File: src/rtl/i2c_slave_byte_buffer.sv
// RX/TX byte FIFOs between the I2C slave datapath and user logic (clk1 domain).
// Optional macro I2C_BUF_LEVEL_EN exposes rx_level/tx_level occupancy outputs.
module i2c_slave_byte_buffer #(
  parameter int          DEPTH     = 8,
  parameter int          AW        = 3,
  parameter logic [7:0]  IDLE_BYTE = 8'hFF
) (
  input  logic         rst,
  input  logic         clk1,
  input  logic         flush,
  input  logic [7:0]   rx_byte,
  input  logic         rx_valid,
  input  logic         rx_pop,
  output logic [7:0]   rx_dout,
  output logic         rx_empty,
  output logic         rx_full,
  output logic         rx_overflow,
  input  logic         tx_push,
  input  logic [7:0]   tx_din,
  output logic         tx_empty,
  output logic         tx_full,
  output logic         tx_overflow,
  input  logic         tx_req,
  output logic [7:0]   tx_byte,
  output logic         tx_load,
  output logic         tx_underflow
`ifdef I2C_BUF_LEVEL_EN
  ,
  output logic [AW:0]  rx_level,
  output logic [AW:0]  tx_level
`endif
);

  localparam logic [AW:0] FULL_CNT = (AW+1)'(DEPTH);

  logic [7:0] rx_mem [DEPTH];
  logic [7:0] tx_mem [DEPTH];

  logic [AW-1:0] rx_wr_ptr_q, rx_wr_ptr_d, rx_rd_ptr_q, rx_rd_ptr_d;
  logic [AW-1:0] tx_wr_ptr_q, tx_wr_ptr_d, tx_rd_ptr_q, tx_rd_ptr_d;
  logic [AW:0]   rx_cnt_q, rx_cnt_d, tx_cnt_q, tx_cnt_d;
  logic [7:0]    rx_dout_q, rx_dout_d, tx_byte_q, tx_byte_d;
  logic          tx_load_q, tx_load_d;
  logic          rx_ovf_q, rx_ovf_d, tx_ovf_q, tx_ovf_d, tx_unf_q, tx_unf_d;
  logic          rx_valid_prev_q, rx_valid_prev_d;

  logic rx_push, rx_push_ok, rx_pop_ok, rx_we;
  logic tx_push_ok, tx_pop_ok, tx_we;

  always_comb begin
    rx_wr_ptr_d     = rx_wr_ptr_q;
    rx_rd_ptr_d     = rx_rd_ptr_q;
    rx_cnt_d        = rx_cnt_q;
    rx_dout_d       = rx_dout_q;
    rx_ovf_d        = rx_ovf_q;
    tx_wr_ptr_d     = tx_wr_ptr_q;
    tx_rd_ptr_d     = tx_rd_ptr_q;
    tx_cnt_d        = tx_cnt_q;
    tx_byte_d       = tx_byte_q;
    tx_load_d       = 1'b0;
    tx_ovf_d        = tx_ovf_q;
    tx_unf_d        = tx_unf_q;
    rx_valid_prev_d = rx_valid;
    rx_push         = rx_valid && !rx_valid_prev_q;
    rx_pop_ok       = 1'b0;
    rx_push_ok      = 1'b0;
    rx_we           = 1'b0;
    tx_pop_ok       = 1'b0;
    tx_push_ok      = 1'b0;
    tx_we           = 1'b0;

    if (flush) begin
      rx_wr_ptr_d = '0;
      rx_rd_ptr_d = '0;
      rx_cnt_d    = '0;
      rx_dout_d   = 8'h00;
      rx_ovf_d    = 1'b0;
      tx_wr_ptr_d = '0;
      tx_rd_ptr_d = '0;
      tx_cnt_d    = '0;
      tx_ovf_d    = 1'b0;
      tx_unf_d    = 1'b0;
    end else begin
      // A pop in the same cycle frees the slot, so a push into a full FIFO still lands.
      rx_pop_ok  = rx_pop && (rx_cnt_q != '0);
      rx_push_ok = rx_push && ((rx_cnt_q != FULL_CNT) || rx_pop_ok);
      rx_we      = rx_push_ok;
      if (rx_push && !rx_push_ok) rx_ovf_d = 1'b1;
      if (rx_pop_ok) rx_rd_ptr_d = rx_rd_ptr_q + 1'b1;
      if (rx_push_ok) rx_wr_ptr_d = rx_wr_ptr_q + 1'b1;
      if (rx_push_ok && !rx_pop_ok) rx_cnt_d = rx_cnt_q + 1'b1;
      else if (!rx_push_ok && rx_pop_ok) rx_cnt_d = rx_cnt_q - 1'b1;

      // Head register; bypass the incoming byte when it becomes the new head.
      if (rx_cnt_d == '0) rx_dout_d = 8'h00;
      else if (rx_push_ok && (rx_wr_ptr_q == rx_rd_ptr_d)) rx_dout_d = rx_byte;
      else rx_dout_d = rx_mem[rx_rd_ptr_d];

      tx_pop_ok  = tx_req && (tx_cnt_q != '0);
      tx_push_ok = tx_push && ((tx_cnt_q != FULL_CNT) || tx_pop_ok);
      tx_we      = tx_push_ok;
      if (tx_push && !tx_push_ok) tx_ovf_d = 1'b1;
      if (tx_pop_ok) tx_rd_ptr_d = tx_rd_ptr_q + 1'b1;
      if (tx_push_ok) tx_wr_ptr_d = tx_wr_ptr_q + 1'b1;
      if (tx_push_ok && !tx_pop_ok) tx_cnt_d = tx_cnt_q + 1'b1;
      else if (!tx_push_ok && tx_pop_ok) tx_cnt_d = tx_cnt_q - 1'b1;

      if (tx_req) begin
        tx_load_d = 1'b1;
        tx_byte_d = tx_pop_ok ? tx_mem[tx_rd_ptr_q] : IDLE_BYTE;
        if (!tx_pop_ok) tx_unf_d = 1'b1;
      end
    end
  end

  always_ff @(posedge clk1 or negedge rst) begin
    if (!rst) begin
      rx_wr_ptr_q     <= '0;
      rx_rd_ptr_q     <= '0;
      rx_cnt_q        <= '0;
      rx_dout_q       <= 8'h00;
      rx_ovf_q        <= 1'b0;
      tx_wr_ptr_q     <= '0;
      tx_rd_ptr_q     <= '0;
      tx_cnt_q        <= '0;
      tx_byte_q       <= 8'h00;
      tx_load_q       <= 1'b0;
      tx_ovf_q        <= 1'b0;
      tx_unf_q        <= 1'b0;
      rx_valid_prev_q <= 1'b0;
    end else begin
      rx_wr_ptr_q     <= rx_wr_ptr_d;
      rx_rd_ptr_q     <= rx_rd_ptr_d;
      rx_cnt_q        <= rx_cnt_d;
      rx_dout_q       <= rx_dout_d;
      rx_ovf_q        <= rx_ovf_d;
      tx_wr_ptr_q     <= tx_wr_ptr_d;
      tx_rd_ptr_q     <= tx_rd_ptr_d;
      tx_cnt_q        <= tx_cnt_d;
      tx_byte_q       <= tx_byte_d;
      tx_load_q       <= tx_load_d;
      tx_ovf_q        <= tx_ovf_d;
      tx_unf_q        <= tx_unf_d;
      rx_valid_prev_q <= rx_valid_prev_d;
    end
  end

  // Storage is not reset; only pointers and counts define valid contents.
  always_ff @(posedge clk1) begin
    if (rx_we) rx_mem[rx_wr_ptr_q] <= rx_byte;
    if (tx_we) tx_mem[tx_wr_ptr_q] <= tx_din;
  end

  assign rx_dout      = rx_dout_q;
  assign rx_empty     = (rx_cnt_q == '0);
  assign rx_full      = (rx_cnt_q == FULL_CNT);
  assign rx_overflow  = rx_ovf_q;
  assign tx_empty     = (tx_cnt_q == '0);
  assign tx_full      = (tx_cnt_q == FULL_CNT);
  assign tx_overflow  = tx_ovf_q;
  assign tx_byte      = tx_byte_q;
  assign tx_load      = tx_load_q;
  assign tx_underflow = tx_unf_q;

`ifdef I2C_BUF_LEVEL_EN
  assign rx_level = rx_cnt_q;
  assign tx_level = tx_cnt_q;
`endif

endmodule

File: config.mk
export PLATFORM = sky130hd
export DESIGN_NAME = i2c_slave_byte_buffer
export DESIGN_NICKNAME = d
export VERILOG_FILES = /design/src/rtl/i2c_slave_byte_buffer.sv
export SDC_FILE = /design/constraint.sdc
export NUM_CORES = 1
export LEC_CHECK = 0
export CAP_MARGIN = 20
export CORE_UTILIZATION = 55
export CTS_CLUSTER_DIAMETER = 80
export DETAILED_ROUTE_END_ITERATION = 10
export DONT_BUFFER_PORTS = 1
export HOLD_SLACK_MARGIN = 0.15
export PLACE_DENSITY_LB_ADDON = 0.2
export SLEW_MARGIN = 20
export SYNTH_ARGS = -nofsm -noshare
export SYNTH_HDL_FRONTEND = slang
export SYNTH_SLANG_ARGS = --single-unit
File: constraint.sdc
create_clock -name clk1 -period 4.8 [get_ports clk1]
set_clock_uncertainty 0.2 [all_clocks]
set_input_delay 0.48 -clock clk1 [delete_from_list [all_inputs] [get_ports clk1]]
set_output_delay 0.48 -clock clk1 [all_outputs]
set_load 0.02 [all_outputs]
* Word level (Yosys, flattened, before mapping)
Memories as Yosys holds them, arrays and structs flattened.
Index checks and enable logic that the tools add are counted.
** Storage, ports and cells
- Bits in registers :: 41
- Memory bits (writable) :: 128
- Input bits :: 23
- Output and inout port bits :: 24
- Logic and storage cells :: 98
- Memories kept :: 2
** Memory list
- rx_mem :: depth 8, bits a word 8, rd ports 1, clocked after Yosys merged registers in 0, wr ports 1, line 36 : logic [7:0] rx_mem [DEPTH];
- tx_mem :: depth 8, bits a word 8, rd ports 1, clocked after Yosys merged registers in 0, wr ports 1, line 37 : logic [7:0] tx_mem [DEPTH];
** Operators by class
- Add/sub/neg operators :: 8
- Equality and inequality tests :: 6
- Muxes and demuxes :: 35
- Bitwise gates (word level) :: 1
- Reductions and logical operators :: 33
** Operators by type and width (number)
- 2-to-1 mux 8 bit :: 4
- 2-to-1 mux 4 bit :: 7
- 2-to-1 mux 3 bit :: 9
- 2-to-1 mux 1 bit :: 15
- adder 3 x 1 -> 3 bit, second input constant :: 4
- logical AND 1 bit :: 12
- zero test 4 bit :: 3
- nonzero test 2 bit :: 6
- adder 4 x 1 -> 4 bit, second input constant :: 2
- equality test 4 bit, second input constant :: 2
- inequality test 4 bit, second input constant :: 2
- nonzero test 4 bit :: 2
- subtractor 4 x 1 -> 4 bit, second input constant :: 2
- zero test 1 bit :: 5
- AND reduction 2 bit :: 2
- equality test 3 bit :: 1
- nonzero test 3 bit :: 1
- logical OR 1 bit :: 2
- inequality test 2 bit, second input constant :: 1
- NOT 1 bit :: 1

* Depth between registers and ports, before layout
- Word-level depth :: 12
- Gate-level depth with buffers :: 11
- Depth with buffers taken out :: 9

* Worst setup path after synthesis
No wires, ideal clock.
- Path kind :: register -> register
- From :: reg rx_cnt_q[0]
- To :: reg rx_dout_q[5], in the netlist rx_dout[5]
- Library setup time :: 0.134 ns
- Arrival time :: 2.673 ns
- Data required time :: 4.466 ns
- Path slack :: 1.793 ns
- Stages on the path, launching flop included :: 12
- Path buffers :: 3
- Period minus slack after synthesis :: 3.007 ns
- Cell sequence :: dfrtp_1 inv_1 ha_1 or3b_1 buf_6 a311oi_4 xnor2_1 or4_1 buf_2 buf_6 nor2_1 a211oi_2
** On the way
- Cells in the longest elaborated chain, start to end :: 12
** RTL lines
- start: declaration :: line 41 : logic [AW:0] rx_cnt_q, rx_cnt_d, tx_cnt_q, tx_cnt_d;
- start signal: assignment :: line 134 : rx_cnt_q <= rx_cnt_d;
- nonzero test 4 bit :: line 85 : rx_pop_ok = rx_pop && (rx_cnt_q != '0);
- logical AND 1 bit :: line 85
- logical OR 1 bit :: line 86 : rx_push_ok = rx_push && ((rx_cnt_q != FULL_CNT) || rx_pop_ok);
- logical AND 1 bit :: line 86
- zero test 1 bit :: line 92 : else if (!rx_push_ok && rx_pop_ok) rx_cnt_d = rx_cnt_q - 1'b1;
- logical AND 1 bit :: line 92
- 2-to-1 mux 4 bit :: line 92
- 2-to-1 mux 4 bit :: line 91 : if (rx_push_ok && !rx_pop_ok) rx_cnt_d = rx_cnt_q + 1'b1;
- 2-to-1 mux 4 bit :: line 72 : if (flush) begin
- zero test 4 bit :: line 95 : if (rx_cnt_d == '0) rx_dout_d = 8'h00;
- 2-to-1 mux 8 bit (*) :: line 95
- 2-to-1 mux 8 bit (*) :: line 72
- named net rx_dout_d[5] :: line 42 : logic [7:0] rx_dout_q, rx_dout_d, tx_byte_q, tx_byte_d;
- end signal: assignment :: line 135 : rx_dout_q <= rx_dout_d;
- end: declaration :: line 42
Mark *: on every way through the listed nets, which the timed path passes. The rest lies on a longest branch. The select of a mux whose other input is x is not followed.
A chain may end at the register's enable or synchronous reset.

* Worst setup path in the final report
Same ends and word-level chain as after synthesis.

==> results.yml <==
run_status:
  outcome: "completed"
worst_setup_path:
  endpoint_kind: "register"
  required_ns: 4.87
  worstPathMaxFanout: 16
  cp-startpoint: "rx_cnt_q[0]$_DFF_PN0_"
  path_class: "reg2reg"
  endpoint: "rx_dout[5]$_DFF_PN0_"
  rrSetupSlack_ns: 1.12
  arrival_ns: 3.75
  r2r-start: "rx_cnt_q[0]$_DFF_PN0_"
  critPathLaunchType: "register"
  worst-r2r-cell-count: 8
  reg2reg_to: "rx_dout[5]$_DFF_PN0_"
clock_tree:
  clk_pin_slew_ns: 0.07
  cts-buffers-inserted: 17
  worst_skew_pair.late_latency_ns: 0.43
  cts_tree: "yes"
  root_buffer: "clkbuf_16"
  htreeDepth: 4
  clock_tree.buffer_depth: 2
  cts.sinks: 169
grt:
  grt_usage: 0.242
  antenna_found_initial: 0
  grt_first_pass_wirelength_um: 25400
  grt_pass1_vias: 4672
  grt_max_degree: 43
  grt.overflow.total: 0
yosys:
  synthArstFlopShare: 0.243
  synth.top_cell.area_share: 0.502
  synthTopCellsByArea: "edfxtp_1, dfrtp_1, mux2i_1"
  syn_area_um2: 7660
  syn_nets: 556
  synth_flop_cell: "edfxtp_1"
  synth_cells: 524
  synth_cell_types: 52
  synth_edf_count: 128
  avgSynthCellArea_um2: 14.6
  synth_top_cell_by_area: "edfxtp_1"
  yosysWarnings: 0
  synth-seq-cells: 169
  seq_area_frac_synth: 0.636
routing:
  routed_wl_um: 15900
  vias: 4445
  drc: 0
  vias_per_cell: 6.06
  wl_per_cell_um: 21.6
  drt_iter0_drc: 347
  first_pass_iters: 4
  ant_nets: 0
job:
  drv_cap: 0
sta:
  finalMaxSlewViolations: 0
  worst_slack_ns: 1.12
  fin_crit_ns: 3.68
  relSlewSlack: 0.357
  period_share: 0.767
  fin_setup_tns_ns: 0
  max_freq_mhz: 272
  worst_slew_pin_slew_ns: 0.960
  hold_viol_final: 0
  rsz0062_at_grt: "false"
  setup_viol: 0
pwr:
  power.share.clock: 0.335
  power_w: 0.00424
  p_int_w: 0.00292
  irDropWorstVdd_mv: 0.296
  switching_share: 0.312
  power.leakage_nw: 3.02
  power.density_nw_per_um2: 488
  p_sw_w: 0.00132
  seqPwrFrac: 0.445
  p_comb_frac: 0.220
cells_and_area:
  utilization: 0.647
  drive_gt1_frac: 0.152
  antennaDiodeCount: 0
  stdcell_count: 734
  layout.nets: 577
  syn_to_final_growth_pct: 13.2
placement:
  io_buffers: 0
  place_congestion: 0.765
  placedCellCount: 679
  hpwl_um: 9670
  dp_slack_ns: 1.17
die:
  core_um2: 13400
  die_area_um2: 14400
  initial_core_util: 0.572
  die_h_um: 120
  rows: 42
  boundaryPins: 47
  die_w_um: 120
min_path:
  worstHoldPathType: "in2reg"
-- worst max-delay path, stage by stage, from the launching register on --
cell and delay (ns):
dfrtp_1 0.43, inv_1 0.12, ha_1 0.29, or3b_1 0.54
a311oi_4 0.55, xnor2_1 0.12, or4_1 0.92, nor2_1 0.27
a211oi_2 0.08
-- kinds of logic (layout without fill, tap and decap cells) --
| family | after synthesis | count (layout) | share of synthesized area |
|---|---|---|---|
| flip-flops | 169 | 169 | 0.636 |
| AND/OR/NAND/NOR | 114 | 114 | 0.0741 |
| multiplexers | 90 | 90 | 0.146 |
| AO/OA/AOI/OAI | 89 | 89 | 0.0910 |
| buffers and inverters | 40 | 74 | 0.0227 |
| XOR/XNOR | 13 | 13 | 0.0149 |
| adder cells (fa/ha/maj) | 9 | 9 | 0.0157 |
-- state kept, by name, summed over array words and instances, names as in the netlist, 3 cells and up --
register / count
rx_cnt_q: 4
rx_dout: 8
rx_mem: 64
rx_rd_ptr_q: 3
rx_wr_ptr_q: 3
tx_byte: 8
tx_cnt_q: 4
tx_mem: 64
tx_rd_ptr_q: 3
tx_wr_ptr_q: 3
-- cell usage in the layout (no fill, tap or decap), types with 17 or more instances in the layout --
master	netlist	final
edfxtp_1	128	128
mux2i_1	60	60
nor2_1	44	44
dfrtp_1	41	40
nor2b_1	22	22
a21oi_1	22	22
dlygate4sd3_1	0	22
clkbuf_16	0	17
-- layout make-up --
class                   count  area (µm²)
clock buffers              18         439
clock inverters            14         174
fillers                   950        4720
inverters                  13        48.8
multi-input cells         315        2630
flip-flops and latches    169        4870
well taps                 176         220
repair buffers             29         293
-- cell usage after synthesis, drive strengths merged (10+ instances only) --
cell	n
a211oi	24
buf	10
inv	12
nor2b	22
edfxtp	128
clkbuf	17
mux2i	60
nand2	17
mux2	14
nor2	44
a21oi	22
mux4	16
dfrtp	41
-- metrics by stage --
| stage | hold slack (ns) | instance area [µm²] |
|---|---|---|
| detailed placement | -0.0142 | 7820 |
| global placement | -0.0140 | 7810 |
| global route | 0.188 | 8680 |
| finish | 0.170 | 8680 |
| CTS | 0.150 | 8680 |
| floorplan | -0.0156 | 7660 |
-- timing repair --
action	CTS	global route
endpoints found under the setup margin	0	0
hold buffers	23	0
resized for setup	0	0
setup buffers	0	0
endpoints found under the hold margin	201	0
-- worst min-delay path by stage --
stage	from	to	slack, ns	depth (start not counted)
3_3_place_gp	rst	tx_byte[4]$_DFFE_PN0P_	-0.01	0
6_report	rx_pop	rx_cnt_q[2]$_DFF_PN0_	0.17	4
3_5_place_dp	rst	tx_byte[7]$_DFFE_PN0P_	-0.01	0
2_1_floorplan	rst	rx_cnt_q[0]$_DFF_PN0_	-0.02	0
5_1_grt	tx_req	tx_load$_DFF_PN0_	0.19	2
4_1_cts	tx_push	tx_wr_ptr_q[1]$_DFFE_PN0P_	0.15	3
-- power by group through the flow --
stage	sequential, W	combinational [W]	clock, W
3_3_place_gp	0.00191	0.000857	0
5_1_grt	0.00191	0.00102	0.00148
2_1_floorplan	0.00184	0.000794	0
6_report	0.00189	0.000934	0.00142
3_5_place_dp	0.00192	0.000882	0
4_1_cts	0.00189	0.000932	0.00143
-- routing by layer --
layer,wire length [µm],vias up,track usage
li1,-,2058,-
met1,6760,2255,0.297
met2,8170,101,0.409
met3,535,31,0.0528
met4,403,0,0.109
met5,0,-,0
Note: power is estimated with default switching activity, not from simulation.
